===== src/rtl/instr_decode_queue.sv =====
// ---------------------------------------------------------------------------
// instr_decode_queue
//   Buffered MIPS instruction decoder placed between fetch and execute.
//   Each instruction is decoded combinationally when it is pushed, and the
//   decoded entry is stored in a DEPTH-slot FIFO. Entries are presented to the
//   execute stage over a valid/ready handshake. A synchronous flush drops all
//   queued work on a redirect.
//
//   Optional feature (compile-time macro INSTR_DECODE_ILLEGAL_EN):
//     adds out_illegal, which flags opcodes and R-type func codes that are
//     not supported. An illegal entry never writes a register.
//
// Parameters:
//   DATA_W : width of the PC, the extended immediate and the branch target (>= 32)
//   DEPTH  : number of FIFO slots (power of two, >= 2)
//
// Ports:
//   clk, rst_n            clock; asynchronous active-low reset
//   flush                 synchronous clear of the queue
//   in_valid/in_ready     fetch-side handshake
//   in_instr, in_pc       raw instruction and its address
//   out_valid/out_ready   execute-side handshake
//   out_opcode..out_func  raw fields of the head instruction
//   out_address           26-bit jump index field
//   out_fmt               00 R, 01 I, 10 J
//   out_imm_ext           extended immediate
//   out_br_target         pc + 4 + (sext(imm) << 2)
//   out_wreg, out_we      destination register and write enable
//   out_pc                PC of the head entry
//   level                 number of occupied slots
//   out_illegal           (INSTR_DECODE_ILLEGAL_EN only) unsupported encoding
// ---------------------------------------------------------------------------
module instr_decode_queue #(
   parameter int DATA_W = 32,
   parameter int DEPTH  = 4
) (
   input  logic                     clk,
   input  logic                     rst_n,
   input  logic                     flush,
   input  logic                     in_valid,
   output logic                     in_ready,
   input  logic [31:0]              in_instr,
   input  logic [DATA_W-1:0]        in_pc,
   output logic                     out_valid,
   input  logic                     out_ready,
   output logic [5:0]               out_opcode,
   output logic [4:0]               out_rs,
   output logic [4:0]               out_rt,
   output logic [4:0]               out_rd,
   output logic [4:0]               out_shamt,
   output logic [5:0]               out_func,
   output logic [25:0]              out_address,
   output logic [1:0]               out_fmt,
   output logic [DATA_W-1:0]        out_imm_ext,
   output logic [DATA_W-1:0]        out_br_target,
   output logic [4:0]               out_wreg,
   output logic                     out_we,
   output logic [DATA_W-1:0]        out_pc,
   output logic [$clog2(DEPTH):0]   level
`ifdef INSTR_DECODE_ILLEGAL_EN
   ,
   output logic                     out_illegal
`endif
);

   localparam int AW = $clog2(DEPTH);
   localparam int LW = AW + 1;

   typedef struct packed {
      logic [31:0]       instr;
      logic [1:0]        fmt;
      logic [DATA_W-1:0] imm_ext;
      logic [DATA_W-1:0] br_target;
      logic [4:0]        wreg;
      logic              we;
      logic [DATA_W-1:0] pc;
`ifdef INSTR_DECODE_ILLEGAL_EN
      logic              illegal;
`endif
   } entry_t;

   // ------------------------------------------------------------------------
   // Decode of the incoming instruction
   // ------------------------------------------------------------------------
   logic [5:0]        w_op;
   logic [5:0]        w_func;
   logic [15:0]       w_imm;
   logic [DATA_W-1:0] w_sext;
   entry_t            w_dec;

   assign w_op   = in_instr[31:26];
   assign w_func = in_instr[5:0];
   assign w_imm  = in_instr[15:0];
   assign w_sext = {{(DATA_W-16){w_imm[15]}}, w_imm};

   always_comb begin
      w_dec       = '0;
      w_dec.instr = in_instr;
      w_dec.pc    = in_pc;

      case (w_op)
         6'h00:        w_dec.fmt = 2'b00;
         6'h02, 6'h03: w_dec.fmt = 2'b10;
         default:      w_dec.fmt = 2'b01;
      endcase

      // Logical immediates zero-extend; lui places imm in bits [31:16].
      case (w_op)
         6'h0C, 6'h0D, 6'h0E: w_dec.imm_ext[15:0]  = w_imm;
         6'h0F:               w_dec.imm_ext[31:16] = w_imm;
         default:             w_dec.imm_ext        = w_sext;
      endcase

      // Computed for every entry; overflow wraps modulo 2^DATA_W.
      w_dec.br_target = in_pc + DATA_W'(4) + (w_sext << 2);

      case (w_op)
         6'h00: begin
            w_dec.wreg = in_instr[15:11];
            w_dec.we   = 1'b1;
         end
         6'h03: begin
            w_dec.wreg = 5'd31;
            w_dec.we   = 1'b1;
         end
         6'h08, 6'h09, 6'h0A, 6'h0B, 6'h0C, 6'h0D, 6'h0E, 6'h0F, 6'h23: begin
            w_dec.wreg = in_instr[20:16];
            w_dec.we   = 1'b1;
         end
         default: begin
            w_dec.wreg = 5'd0;
            w_dec.we   = 1'b0;
         end
      endcase

`ifdef INSTR_DECODE_ILLEGAL_EN
      w_dec.illegal =
         !(w_op inside {6'h00, 6'h02, 6'h03, 6'h04, 6'h05, [6'h08:6'h0F], 6'h23, 6'h2B}) ||
         ((w_op == 6'h00) &&
          !(w_func inside {6'h00, 6'h02, 6'h08, [6'h20:6'h27], 6'h2A, 6'h2B}));
      if (w_dec.illegal) w_dec.we = 1'b0;
`endif

      // Writes to $zero are architecturally discarded.
      if (w_dec.wreg == 5'd0) w_dec.we = 1'b0;
   end

   // ------------------------------------------------------------------------
   // FIFO storage and control
   // ------------------------------------------------------------------------
   entry_t          r_mem [DEPTH];
   logic [AW-1:0]   r_wptr;
   logic [AW-1:0]   r_rptr;
   logic [LW-1:0]   r_level;
   logic            w_push;
   logic            w_pop;
   entry_t          w_head;

   // Full blocks a push even if a pop happens in the same cycle.
   assign in_ready  = (r_level != LW'(DEPTH));
   assign out_valid = (r_level != '0);
   assign w_push    = in_valid && in_ready;
   assign w_pop     = out_valid && out_ready;
   assign level     = r_level;

   always_ff @(posedge clk or negedge rst_n) begin
      if (!rst_n) begin
         r_wptr  <= '0;
         r_rptr  <= '0;
         r_level <= '0;
      end else if (flush) begin
         r_wptr  <= '0;
         r_rptr  <= '0;
         r_level <= '0;
      end else begin
         if (w_push) r_wptr <= r_wptr + AW'(1);
         if (w_pop)  r_rptr <= r_rptr + AW'(1);
         case ({w_push, w_pop})
            2'b10:   r_level <= r_level + LW'(1);
            2'b01:   r_level <= r_level - LW'(1);
            default: r_level <= r_level;
         endcase
      end
   end

   // Slot contents need no reset: they are only visible while occupied.
   always_ff @(posedge clk) begin
      if (w_push && !flush) r_mem[r_wptr] <= w_dec;
   end

   // ------------------------------------------------------------------------
   // Head presentation, forced to zero while empty
   // ------------------------------------------------------------------------
   assign w_head = out_valid ? r_mem[r_rptr] : '0;

   assign out_opcode    = w_head.instr[31:26];
   assign out_rs        = w_head.instr[25:21];
   assign out_rt        = w_head.instr[20:16];
   assign out_rd        = w_head.instr[15:11];
   assign out_shamt     = w_head.instr[10:6];
   assign out_func      = w_head.instr[5:0];
   assign out_address   = w_head.instr[25:0];
   assign out_fmt       = w_head.fmt;
   assign out_imm_ext   = w_head.imm_ext;
   assign out_br_target = w_head.br_target;
   assign out_wreg      = w_head.wreg;
   assign out_we        = w_head.we;
   assign out_pc        = w_head.pc;
`ifdef INSTR_DECODE_ILLEGAL_EN
   assign out_illegal   = w_head.illegal;
`endif

endmodule


===== config.mk =====
export PLATFORM = sky130hd
export DESIGN_NAME = instr_decode_queue
export DESIGN_NICKNAME = d
export VERILOG_FILES = /design/src/rtl/instr_decode_queue.sv
export SDC_FILE = /design/constraint.sdc
export NUM_CORES = 1
export LEC_CHECK = 0
export ABC_AREA = 1
export BUFFER_PORTS_ARGS = -buffer_cell sky130_fd_sc_hd__buf_2
export CORE_MARGIN = 2
export CORE_UTILIZATION = 50
export DETAILED_ROUTE_END_ITERATION = 16
export HOLD_SLACK_MARGIN = 0.05
export PLACE_DENSITY = 0.69
export SETUP_SLACK_MARGIN = 0.3
export SLEW_MARGIN = 15
export SYNTH_ARGS = -nofsm -noshare
export SYNTH_HDL_FRONTEND = slang
export SYNTH_SLANG_ARGS = --single-unit

===== constraint.sdc =====
create_clock -name clk -period 13 [get_ports clk]
set_clock_uncertainty 0.15 [all_clocks]
set_input_delay 0 -clock clk [delete_from_list [all_inputs] [get_ports clk]]
set_output_delay 0 -clock clk [all_outputs]
set_load 0.05 [all_outputs]

* Word level (Yosys, flattened, before mapping) *
Memories as Yosys holds them, arrays and structs flattened.
Index checks and enable logic that the tools add are counted.

cells by class
  add/subtract/negate cells = 6
  eq/ne operators = 14
  mux-type cells = 14
  reductions and logical operators = 13

operators with widths
  operator                                              count
  two-way mux 136 bit                                   1
  equality test 6 x 4 -> 1 bit (second input constant)  8
  adder 32 x 3 -> 32 bit (second input constant)        1
  adder 32 bit                                          1
  one-hot mux 16 bit (2 select lines)                   1
  one-hot mux 6 bit (3 select lines)                    1
  two-way mux 16 bit                                    1
  equality test 6 x 2 -> 1 bit (second input constant)  2
  OR reduction 9 bit                                    1
  two-way mux 2 bit                                     4
  equality test 6 bit (second input constant)           1
  logical NOT 6 bit                                     1
  one-hot mux 3 bit (2 select lines)                    1
  nonzero test 3 bit                                    2
  logical NOT 5 bit                                     1
  adder 2 x 1 -> 2 bit (second input constant)          2
  one-hot mux 2 bit (2 select lines)                    1
  nonzero test 2 bit                                    2
  adder 3 x 1 -> 3 bit (second input constant)          1
  logical AND 1 bit                                     3
  two-way mux 1 bit                                     3
  two-way mux 3 bit                                     1
  != test 3 bit (second input constant)                 1
  OR reduction 3 bit                                    1
  other kinds (5)                                       5

word-level totals
  register bits = 7
  RAM bits = 544
  bits of input ports = 69
  output and inout port bits = 167
  logic and storage cells = 51
  memories kept = 1

memories
  memory  depth  width  read ports  clocked after memory_dff  write ports  RTL line  source
  r_mem   4      136    1           0                         1            151       entry_t r_mem [DEPTH];

* Longest topological paths before layout *
Gate-level depths: netlist of run 1.

  word-level depth = 5
  depth in mapped cells = 13
  gate-level depth less buffers = 13

* Least setup slack after synthesis of run 1 *
Ideal clock, no wire load.

  path kind = register to register
  start = register r_level[1], in the netlist level[1]
  end = memory r_mem[0][100] (netlist name) (enable)
  data arrival time = 7.210 ns
  data required time = 12.221 ns
  setup slack = 5.011 ns
  cell stages (with the launch flop) = 7
  path buffers = 0
  cells stage by stage = dfrtp_1 > inv_1 > nand3_1 > nand2_1 > inv_1 > nand2_1 > nor2_1

between the ends
  longest elaborated chain between the ends = 5

ends and longest elaborated chain
  what                                     RTL line  source
  from (decl)                              154       logic [LW-1:0] r_level;
  from (signal assigned)                   179       2'b10: r_level <= r_level + LW'(1);
  from (signal assigned)                   180       2'b01: r_level <= r_level - LW'(1);
  from (signal assigned)                   181       default: r_level <= r_level;
  != test 3 bit                            160       assign in_ready = (r_level != LW'(DEPTH));
  via in_ready                             41        output logic in_ready,
  logical AND 1 bit                        162       assign w_push = in_valid && in_ready;
  logical AND 1 bit                        188       if (w_push && !flush) r_mem[r_wptr] <= w_dec;
  two-way mux 1 bit                        188
  two-way mux 1 bit (not written as such)  188
  to (decl)                                151

The timed path passes the listed nets, and every way through them passes these cells.

* Worst setup path in the final report of run 1 *
  start = register r_rptr[0]
  end = output port out_br_target[31]

between the ends
  longest elaborated chain between the ends = 2

ends and longest elaborated chain
  what                       RTL line  source
  from (decl)                153       logic [AW-1:0] r_rptr;
  from (signal assigned)     177       if (w_pop) r_rptr <= r_rptr + AW'(1);
  memory read (4 x 136 bit)  --
  two-way mux 136 bit        194       assign w_head = out_valid ? r_mem[r_rptr] : '0;
  to (decl)                  55        output logic [DATA_W-1:0] out_br_target,

Every way passes these cells.

==> flow_metrics.py, run 1 <==
metrics = {
    "outcome": {
        "outcome": "completed",
    },
    "cells_and_area": {
        "area_delta_synth_final_pct": 16.6,
        "num-nets-final": 2627,
        "layout-drive-gt1-share_pct": 13.8,
        "layout.cell_area.non_filler_um2": 28300,
        "stdcell_count": 3153,
    },
    "clock_tree": {
        "postCtsResizedCells": 0,
        "cts.clk_slew.worst_paths_ns": 0.06,
        "tritoncts": "yes",
        "worst_skew_late_latency_ns": 0.61,
        "cts.sink_count": 543,
        "clockRootBuffer": "sky130_fd_sc_hd__clkbuf_16",
        "clock_tree.buffer_depth": 3,
        "h-tree-depth": 2,
        "cts-buffers-inserted": 54,
    },
    "placement": {
        "preCtsSetupSlack_ns": 9.39,
        "placed_cell_area_um2": 25600,
        "cell_count_after_placement": 2949,
        "place.detailed.hpwl_mm": 37.5,
        "numPortBuffers": 235,
        "globalplace.congestion": 0.847,
    },
    "synthesis": {
        "asyncSetResetFlopFracSynth_pct": 1.29,
        "post-synth-top-area-fraction_pct": 66.4,
        "syn_avg_cell_area_um2": 10.9,
        "synth.top_cells.by_area": "sky130_fd_sc_hd__edfxtp_1 66%, sky130_fd_sc_hd__nor2_1 9.2%, sky130_fd_sc_hd__nand2_1 3.3%",
        "synth_top_flop_cell": "sky130_fd_sc_hd__edfxtp_1",
        "synth_cells": 2215,
        "synth-edff-count": 536,
        "ys.warnings.count": 0,
        "synth_largest_area_cell": "sky130_fd_sc_hd__edfxtp_1",
        "syn_nets": 2347,
        "ys_seq_area_share_pct": 67.1,
        "postSynthRegisterBits": 543,
        "ys_types": 35,
        "mappedNetlistArea_um2": 24200,
    },
    "worst_setup_path": {
        "worstSetupPathType": "reg -> out",
        "crit_chain": "buf_4 -> buf_4 -> nor2_1 -> nor2_1 -> o21ai_0 -> a21oi_1 -> buf_2",
        "critical_path.n_buffers_inverters": 3,
        "critPathSlowestCell": "sky130_fd_sc_hd__buf_4",
        "critical-path-top-delay-family": "buffers and inverters",
        "required_time_reported_for_the_critical_path_endpoint_ns": 12.85,
        "worst_r2r_setup_slack_ns": 9.54,
        "cp_slowest_stage_delay_ns": 0.86,
        "critPathCaptureType": "output port",
        "timing.critical_path.fanout_max": 82,
        "worstSetupStartpointType": "flop",
        "critPathArrivalTime_ns": 4.04,
    },
    "sta": {
        "slew_headroom_pct": 22.3,
        "hold_slack_ns": 0.0664,
        "max_freq_mhz": 239,
        "timing.final.crit_period_ns": 4.19,
        "rsz0062_at_grt": "no",
        "timing_hold_violations_final": 0,
        "total_setup_violations_reported_at_the_end_of_the_flow": 0,
        "layout_setup_ws_ns": 8.81,
        "timing_worst_slew_pin_value_ns": 1.17,
        "final_min_period_over_clock_period_pct": 32.2,
        "setup_total_negative_slack_ns": 0,
        "drv_slew": 0,
    },
    "die": {
        "floorplan.initialDensity_pct": 50.8,
        "floorplan.die.height_um": 224,
        "die_width_um": 224,
        "core_um2": 47700,
        "standard_cell_row_count": 80,
        "fp.dieArea_um2": 50200,
        "io_pins": 236,
    },
    "global_route": {
        "globalRouteOverflowTotal": 0,
        "grt_first_pass_wirelength_mm": 94.5,
        "number_of_global_route_vias_before_repair": 16699,
        "antenna_found_initial": 2,
        "grt_use_total_pct": 24.8,
        "pin_count_of_the_biggest_net_entering_global_routing": 161,
    },
    "hold_path": {
        "holdCritPathClass": "in -> reg",
    },
    "routing": {
        "postRouteWirelength_mm": 62.9,
        "remaining_antenna_violation_count": 0,
        "routed_vias": 17284,
        "drcViolationCount": 0,
        "avgViaCountPerCell": 5.48,
        "firstDrtPassIters": 8,
        "wl_per_cell_um": 19.9,
        "first_iter_violations": 1276,
    },
    "power": {
        "peakVddDrop_mv": 0.194,
        "leakage_nw": 11.0,
        "power-per-cell-area_nw_per_um2": 218,
    },
    "job": {
        "number_of_maximum_capacitance_violations": 0,
    },
}
state kept, by name (all words and copies together) (netlist names):
name    count
level       3
r_mem     536
r_wptr      2
r_rptr      2
cell usage after synthesis (7+ instances only):
cell type and count:
sky130_fd_sc_hd__nand2_1 213, sky130_fd_sc_hd__xor2_1 15, sky130_fd_sc_hd__clkbuf_2 13, sky130_fd_sc_hd__edfxtp_1 536
sky130_fd_sc_hd__buf_2 30, sky130_fd_sc_hd__nor2_1 597, sky130_fd_sc_hd__o21ai_1 154, sky130_fd_sc_hd__buf_4 48
sky130_fd_sc_hd__clkbuf_1 29, sky130_fd_sc_hd__inv_1 119, sky130_fd_sc_hd__o21ai_0 137, sky130_fd_sc_hd__buf_6 8
sky130_fd_sc_hd__nand3_1 41, sky130_fd_sc_hd__ha_1 61, sky130_fd_sc_hd__dfrtp_1 7, sky130_fd_sc_hd__a21oi_1 156
sky130_fd_sc_hd__nand4_1 8
final timing paths:
path | depth (start not counted) | endpoint | start
worst min register to register | 2 | r_wptr[1] | r_wptr[1]
worst max register to register | 7 | r_mem[1][25] | level[1]
min in group asynchronous | 3 | r_wptr[1] | rst_n
worst min-delay path | 2 | r_mem[3][12] | in_pc[12]
max in group asynchronous | 3 | r_rptr[1] | rst_n
worst max-delay path | 7 | out_br_target[31] | r_rptr[0]
per-stage QoR:
stage | util (%) | total power [mW]
4_1_cts | 59.1 | 6.19
3_3_place_gp | 53.5 | 4.70
3_5_place_dp | 53.5 | 4.72
6_report | 59.2 | 6.17
2_1_floorplan | - | 4.17
5_1_grt | 59.2 | 6.41
cell families (layout without fill, tap and decap cells):
kind of cell | after synthesis | after routing | synth area share, %
adder cells (fa/ha/maj) | 63 | 63 | 3.31
XOR/XNOR | 18 | 18 | 0.651
buffers and inverters | 259 | 580 | 5.24
AO/OA/AOI/OAI | 451 | 451 | 9.36
flip-flops | 543 | 543 | 67.1
AND/OR/NAND/NOR | 881 | 881 | 14.3
other | 0 | 2 | 0
cell type report:
class | instances | area, µm²
fill | 3846 | 19500
sequential | 543 | 16300
multi-input combinational | 1413 | 6730
timing repair buffer | 357 | 2370
clock buffer | 70 | 1410
tap | 615 | 769
inverter | 126 | 483
clock inverter | 27 | 221
antenna | 2 | 5.00
metal layers:
layer  routed length [µm]  global-route usage (%)  up-vias
li1                     -                       -     8158
met1                26000                    32.8     8324
met2                30200                    41.5      706
met3                 5130                    5.01       96
met4                 1530                    7.33        0
met5                    0                       0        -
worst register-to-register path, stage by stage, from the launching register on:
cell,delay (ns)
sky130_fd_sc_hd__dfrtp_1,0.40
sky130_fd_sc_hd__inv_1,0.10
sky130_fd_sc_hd__nand3_1,0.10
sky130_fd_sc_hd__nand2_1,0.09
sky130_fd_sc_hd__inv_1,0.15
sky130_fd_sc_hd__nand2_1,0.26
sky130_fd_sc_hd__nor2_4,0.94
sky130_fd_sc_hd__buf_4,0.85
power by group:
| group | total (mW) | internal, mW | switching [mW] |
|---|---|---|---|
| clock network | 1.45 | 0.807 | 0.646 |
| logic | 2.61 | 0.506 | 2.11 |
| registers | 2.11 | 2.07 | 0.0442 |
| total | 6.17 | 3.38 | 2.80 |
layout by cell type (no fill, tap or decap), types with 4 or more instances in the layout:
master / n
sky130_fd_sc_hd__clkbuf_1: 16
sky130_fd_sc_hd__o21ai_1: 154
sky130_fd_sc_hd__ha_1: 61
sky130_fd_sc_hd__clkinv_2: 6
sky130_fd_sc_hd__nor2_1: 593
sky130_fd_sc_hd__dlygate4sd3_1: 104
sky130_fd_sc_hd__clkinv_1: 14
sky130_fd_sc_hd__buf_2: 235
sky130_fd_sc_hd__a21oi_1: 156
sky130_fd_sc_hd__clkbuf_16: 54
sky130_fd_sc_hd__o21ai_0: 137
sky130_fd_sc_hd__nand4_1: 8
sky130_fd_sc_hd__dfrtp_1: 5
sky130_fd_sc_hd__nand2_1: 213
sky130_fd_sc_hd__inv_1: 119
sky130_fd_sc_hd__xor2_1: 15
sky130_fd_sc_hd__nand3_2: 4
sky130_fd_sc_hd__nor2_2: 5
sky130_fd_sc_hd__edfxtp_1: 536
sky130_fd_sc_hd__nand3_1: 41
sky130_fd_sc_hd__buf_4: 17
sky130_fd_sc_hd__nor2_4: 6
repair_timing:
action                    CTS  global route
setup buffers               0             0
hold buffers              103             1
hold endpoints to repair  446             4
Note: power is estimated with default switching activity, not from simulation.
==> run 2: changes to the inputs <==
--- a/config.mk
+++ b/config.mk
@@ -5,13 +5,13 @@
 export SDC_FILE = /design/constraint.sdc
 export NUM_CORES = 1
 export LEC_CHECK = 0
-export ABC_AREA = 1
+export ABC_AREA = 0
 export BUFFER_PORTS_ARGS = -buffer_cell sky130_fd_sc_hd__buf_2
 export CORE_MARGIN = 2
 export CORE_UTILIZATION = 50
 export DETAILED_ROUTE_END_ITERATION = 16
 export HOLD_SLACK_MARGIN = 0.05
-export PLACE_DENSITY = 0.69
+export PLACE_DENSITY = 0.72
 export SETUP_SLACK_MARGIN = 0.3
 export SLEW_MARGIN = 15
 export SYNTH_ARGS = -nofsm -noshare
==> constraint.sdc (replaced) <==
create_clock -name clk -period 3.8 [get_ports clk]
set_clock_uncertainty 0.15 [all_clocks]
set_input_delay 0 -clock clk [delete_from_list [all_inputs] [get_ports clk]]
set_output_delay 0 -clock clk [all_outputs]
set_load 0.05 [all_outputs]
==> flow_metrics.py, run 2 <==
metrics = {
    "cells_and_area": {
        "layout-drive-gt1-share_pct": 29.8,
        "fill_cells": 3302,
        "max_flop_register": "r_mem",
        "diodes": 0,
        "layout_common_cells": "536 x sky130_fd_sc_hd__edfxtp_1, 235 x sky130_fd_sc_hd__buf_2, 153 x sky130_fd_sc_hd__and2_1",
        "layout.cells.most_common": "sky130_fd_sc_hd__edfxtp_1",
        "num-nets-final": 1714,
        "largest_reg_flops": 536,
        "area_delta_synth_final_pct": 20.8,
        "stdcell_count": 2221,
    },
    "sta": {
        "final_min_period_over_clock_period_pct": 84.9,
        "rsz0062_at_grt": "no",
        "slew_headroom_pct": 39.2,
        "drv_slew": 0,
        "timing_hold_violations_final": 0,
        "timing.final.crit_period_ns": 3.23,
        "max_freq_mhz": 310,
        "total_setup_violations_reported_at_the_end_of_the_flow": 0,
        "timing_worst_slew_pin_value_ns": 0.911,
        "setup_total_negative_slack_ns": 0,
    },
    "placement": {
        "place.detailed.hpwl_mm": 29.9,
        "numPortBuffers": 235,
        "globalplace.congestion": 0.825,
        "cell_count_after_placement": 2014,
    },
    "synthesis": {
        "ys_types": 53,
        "postSynthRegisterBits": 543,
        "synth_cells": 1239,
        "ys.warnings.count": 0,
        "post-synth-top-area-fraction_pct": 69.8,
        "synth.cells.most_frequent": "536 x sky130_fd_sc_hd__edfxtp_1, 157 x sky130_fd_sc_hd__and2_1, 134 x sky130_fd_sc_hd__mux4_2, 61 x sky130_fd_sc_hd__ha_1, 39 x sky130_fd_sc_hd__a21oi_1",
        "yosys.area_share.simple_pct": 6.11,
        "synth-compound-area-share_pct": 3.32,
        "asyncSetResetFlopFracSynth_pct": 1.29,
        "mappedNetlistArea_um2": 23000,
        "post_synth_xor_area_fraction_pct": 1.18,
        "syn_avg_cell_area_um2": 18.6,
        "synth_largest_area_cell": "sky130_fd_sc_hd__edfxtp_1",
        "synth-adder-area-share_pct": 3.49,
        "syn_nets": 1371,
        "synth_top_flop_cell": "sky130_fd_sc_hd__edfxtp_1",
        "ys_seq_area_share_pct": 70.6,
        "yosysMostFrequentCell": "sky130_fd_sc_hd__edfxtp_1",
        "synth.top_cells.by_area": "sky130_fd_sc_hd__edfxtp_1 70%, sky130_fd_sc_hd__mux4_2 13%, sky130_fd_sc_hd__and2_1 4.3%",
        "post_synth_mux_area_share_pct": 13.2,
        "synth-edff-count": 536,
        "main_combinational_cell_family_by_area_after_synthesis": "multiplexers",
    },
    "worst_setup_path": {
        "worstSetupStartpoint": "in_instr[1]",
        "critical_path.n_buffers_inverters": 2,
        "cp_slowest_stage_delay_ns": 0.56,
        "r2r_start": "level[0]",
        "worstSetupPathType": "in -> reg",
        "crit_chain": "dlygate4sd3_1 -> buf_2 -> ha_1 -> ha_1 -> fa_1 -> a211oi_2 -> o21ai_1 -> o2111ai_2 -> o21ai_2 -> a221o_1 -> a21boi_2 -> o21ai_1 -> xnor2_1",
        "critPathArrivalTime_ns": 3.46,
        "critical-path-top-delay-family": "compound AO/OA/AOI/OAI gates",
        "worstSetupStartpointType": "input port",
        "timing.critical_path.fanout_max": 7,
        "critPathSlowestCell": "sky130_fd_sc_hd__dlygate4sd3_1",
        "required_time_reported_for_the_critical_path_endpoint_ns": 4.04,
        "critPathCaptureType": "flop",
    },
    "die": {
        "fp.dieArea_um2": 47800,
        "die_width_um": 219,
        "standard_cell_row_count": 78,
        "floorplan.initialDensity_pct": 50.7,
        "core_um2": 45500,
        "io_pins": 236,
        "floorplan.die.height_um": 219,
    },
    "routing": {
        "postRouteWirelength_mm": 50.5,
        "first_iter_violations": 961,
        "remaining_antenna_violation_count": 0,
        "drcViolationCount": 0,
        "firstDrtPassIters": 7,
        "wl_per_cell_um": 22.7,
        "routed_vias": 12460,
        "avgViaCountPerCell": 5.61,
    },
    "job": {
        "number_of_maximum_capacitance_violations": 0,
    },
    "global_route": {
        "antenna_found_initial": 2,
        "number_of_global_route_vias_before_repair": 12884,
        "pin_count_of_the_biggest_net_entering_global_routing": 138,
        "grt_use_total_pct": 21.2,
        "grt_first_pass_wirelength_mm": 75.6,
        "globalRouteOverflowTotal": 0,
    },
    "clock_tree": {
        "cts.sink_count": 543,
        "worst_skew_late_latency_ns": 0.57,
        "tritoncts": "yes",
        "clock_tree.buffer_depth": 3,
        "clockRootBuffer": "sky130_fd_sc_hd__clkbuf_16",
        "cts-buffers-inserted": 55,
        "h-tree-depth": 2,
        "cts.clk_slew.worst_paths_ns": 0.06,
    },
    "power": {
        "leakage_nw": 9.95,
        "finalPower_mw": 21.5,
        "peakVddDrop_mv": 1.57,
        "power-per-cell-area_nw_per_um2": 771,
    },
    "hold_path": {
        "holdCritPathClass": "in -> reg",
        "min_from": "in_instr[30]",
    },
    "outcome": {
        "outcome": "completed",
    },
}
==> run 2: cell types whose count changed after synthesis, sizes merged, moves of 5 or more <==
cell    before  now
nand2      216   30
and2         3  157
mux4         0  134
nand3       45    9
nand4        8    2
a21oi      156   39
nor2       604   30
inv        125   17
nand2b       0    5
o21ai      291   21
a21o         1   27
xnor2        3   18
buf         91   43
==> run 2: cell type report <==
type	instances	area, µm²	share of cell area (%)
Sequential cell	543	16300	58.5
Multi-Input combinational cell	598	6300	22.6
Timing Repair Buffer	367	2650	9.50
Clock buffer	63	1450	5.20
Tap cell	600	751	2.70
Clock inverter	33	359	1.29
Inverter	17	63.8	0.229
==> run 2: worst paths after layout <==
| path | to | slack (ns) | cells after the start |
|---|---|---|---|
| setup / recovery | r_mem[2][65] | 0.57 | 13 |
| hold reg to reg | r_wptr[1] | 0.44 | 2 |
| hold / removal | r_mem[3][134] | 0.07 | 2 |
| min in group asynchronous | level[2] | 0.24 | 3 |
| setup reg to reg | level[1] | 0.63 | 8 |
| max in group asynchronous | r_rptr[1] | 2.96 | 3 |
==> run 2: what timing repair did <==
action | 4_1_cts | 5_1_grt
endpoints found under the hold margin | 478 | 0
gates resized for setup | 0 | 1
endpoints found under the setup margin | 0 | 4
buffers inserted | 0 | 0
hold buffers | 111 | 0
==> run 2: kinds of logic after synthesis <==
| logic type | count (synthesis) |
|---|---|
| xor gates and xnor gates | 31 |
| DFF | 543 |
| and+or+nand+nor | 251 |
| adders and majority gates | 63 |
| buffers and inverters | 98 |
| AOI/OAI and AO/OA | 117 |
| muxes | 136 |
==> run 2: power by group <==
| group | leakage (nW) | internal (mW) | switching, mW | total [mW] |
|---|---|---|---|---|
| Clock | 0.893 | 3.25 | 2.18 | 5.43 |
| Combinational | 4.10 | 2.50 | 6.17 | 8.67 |
| Sequential | 4.96 | 7.13 | 0.231 | 7.36 |
==> run 2: metrics by stage <==
step           cell area, µm²  utilization, %  setup WS, ns  hold slack, ns
6_report                27800            61.2         0.573          0.0651
5_1_grt                 27800            61.2         0.353          0.0660
4_1_cts                 27800            61.2         0.569          0.0507
3_5_place_dp            24900            54.8         0.474          -0.303
3_3_place_gp            24900            54.8         0.579          -0.309
2_1_floorplan           23000               -       -0.0457          -0.446
==> run 2: layer usage <==
metal / GRT usage, % / vias to the layer above / wire (µm)
li1: - / 5574 / -
met1: 29.0 / 6488 / 21700
met2: 35.7 / 329 / 25300
met3: 3.74 / 69 / 2650
met4: 4.93 / 0 / 936
met5: 0 / - / 0
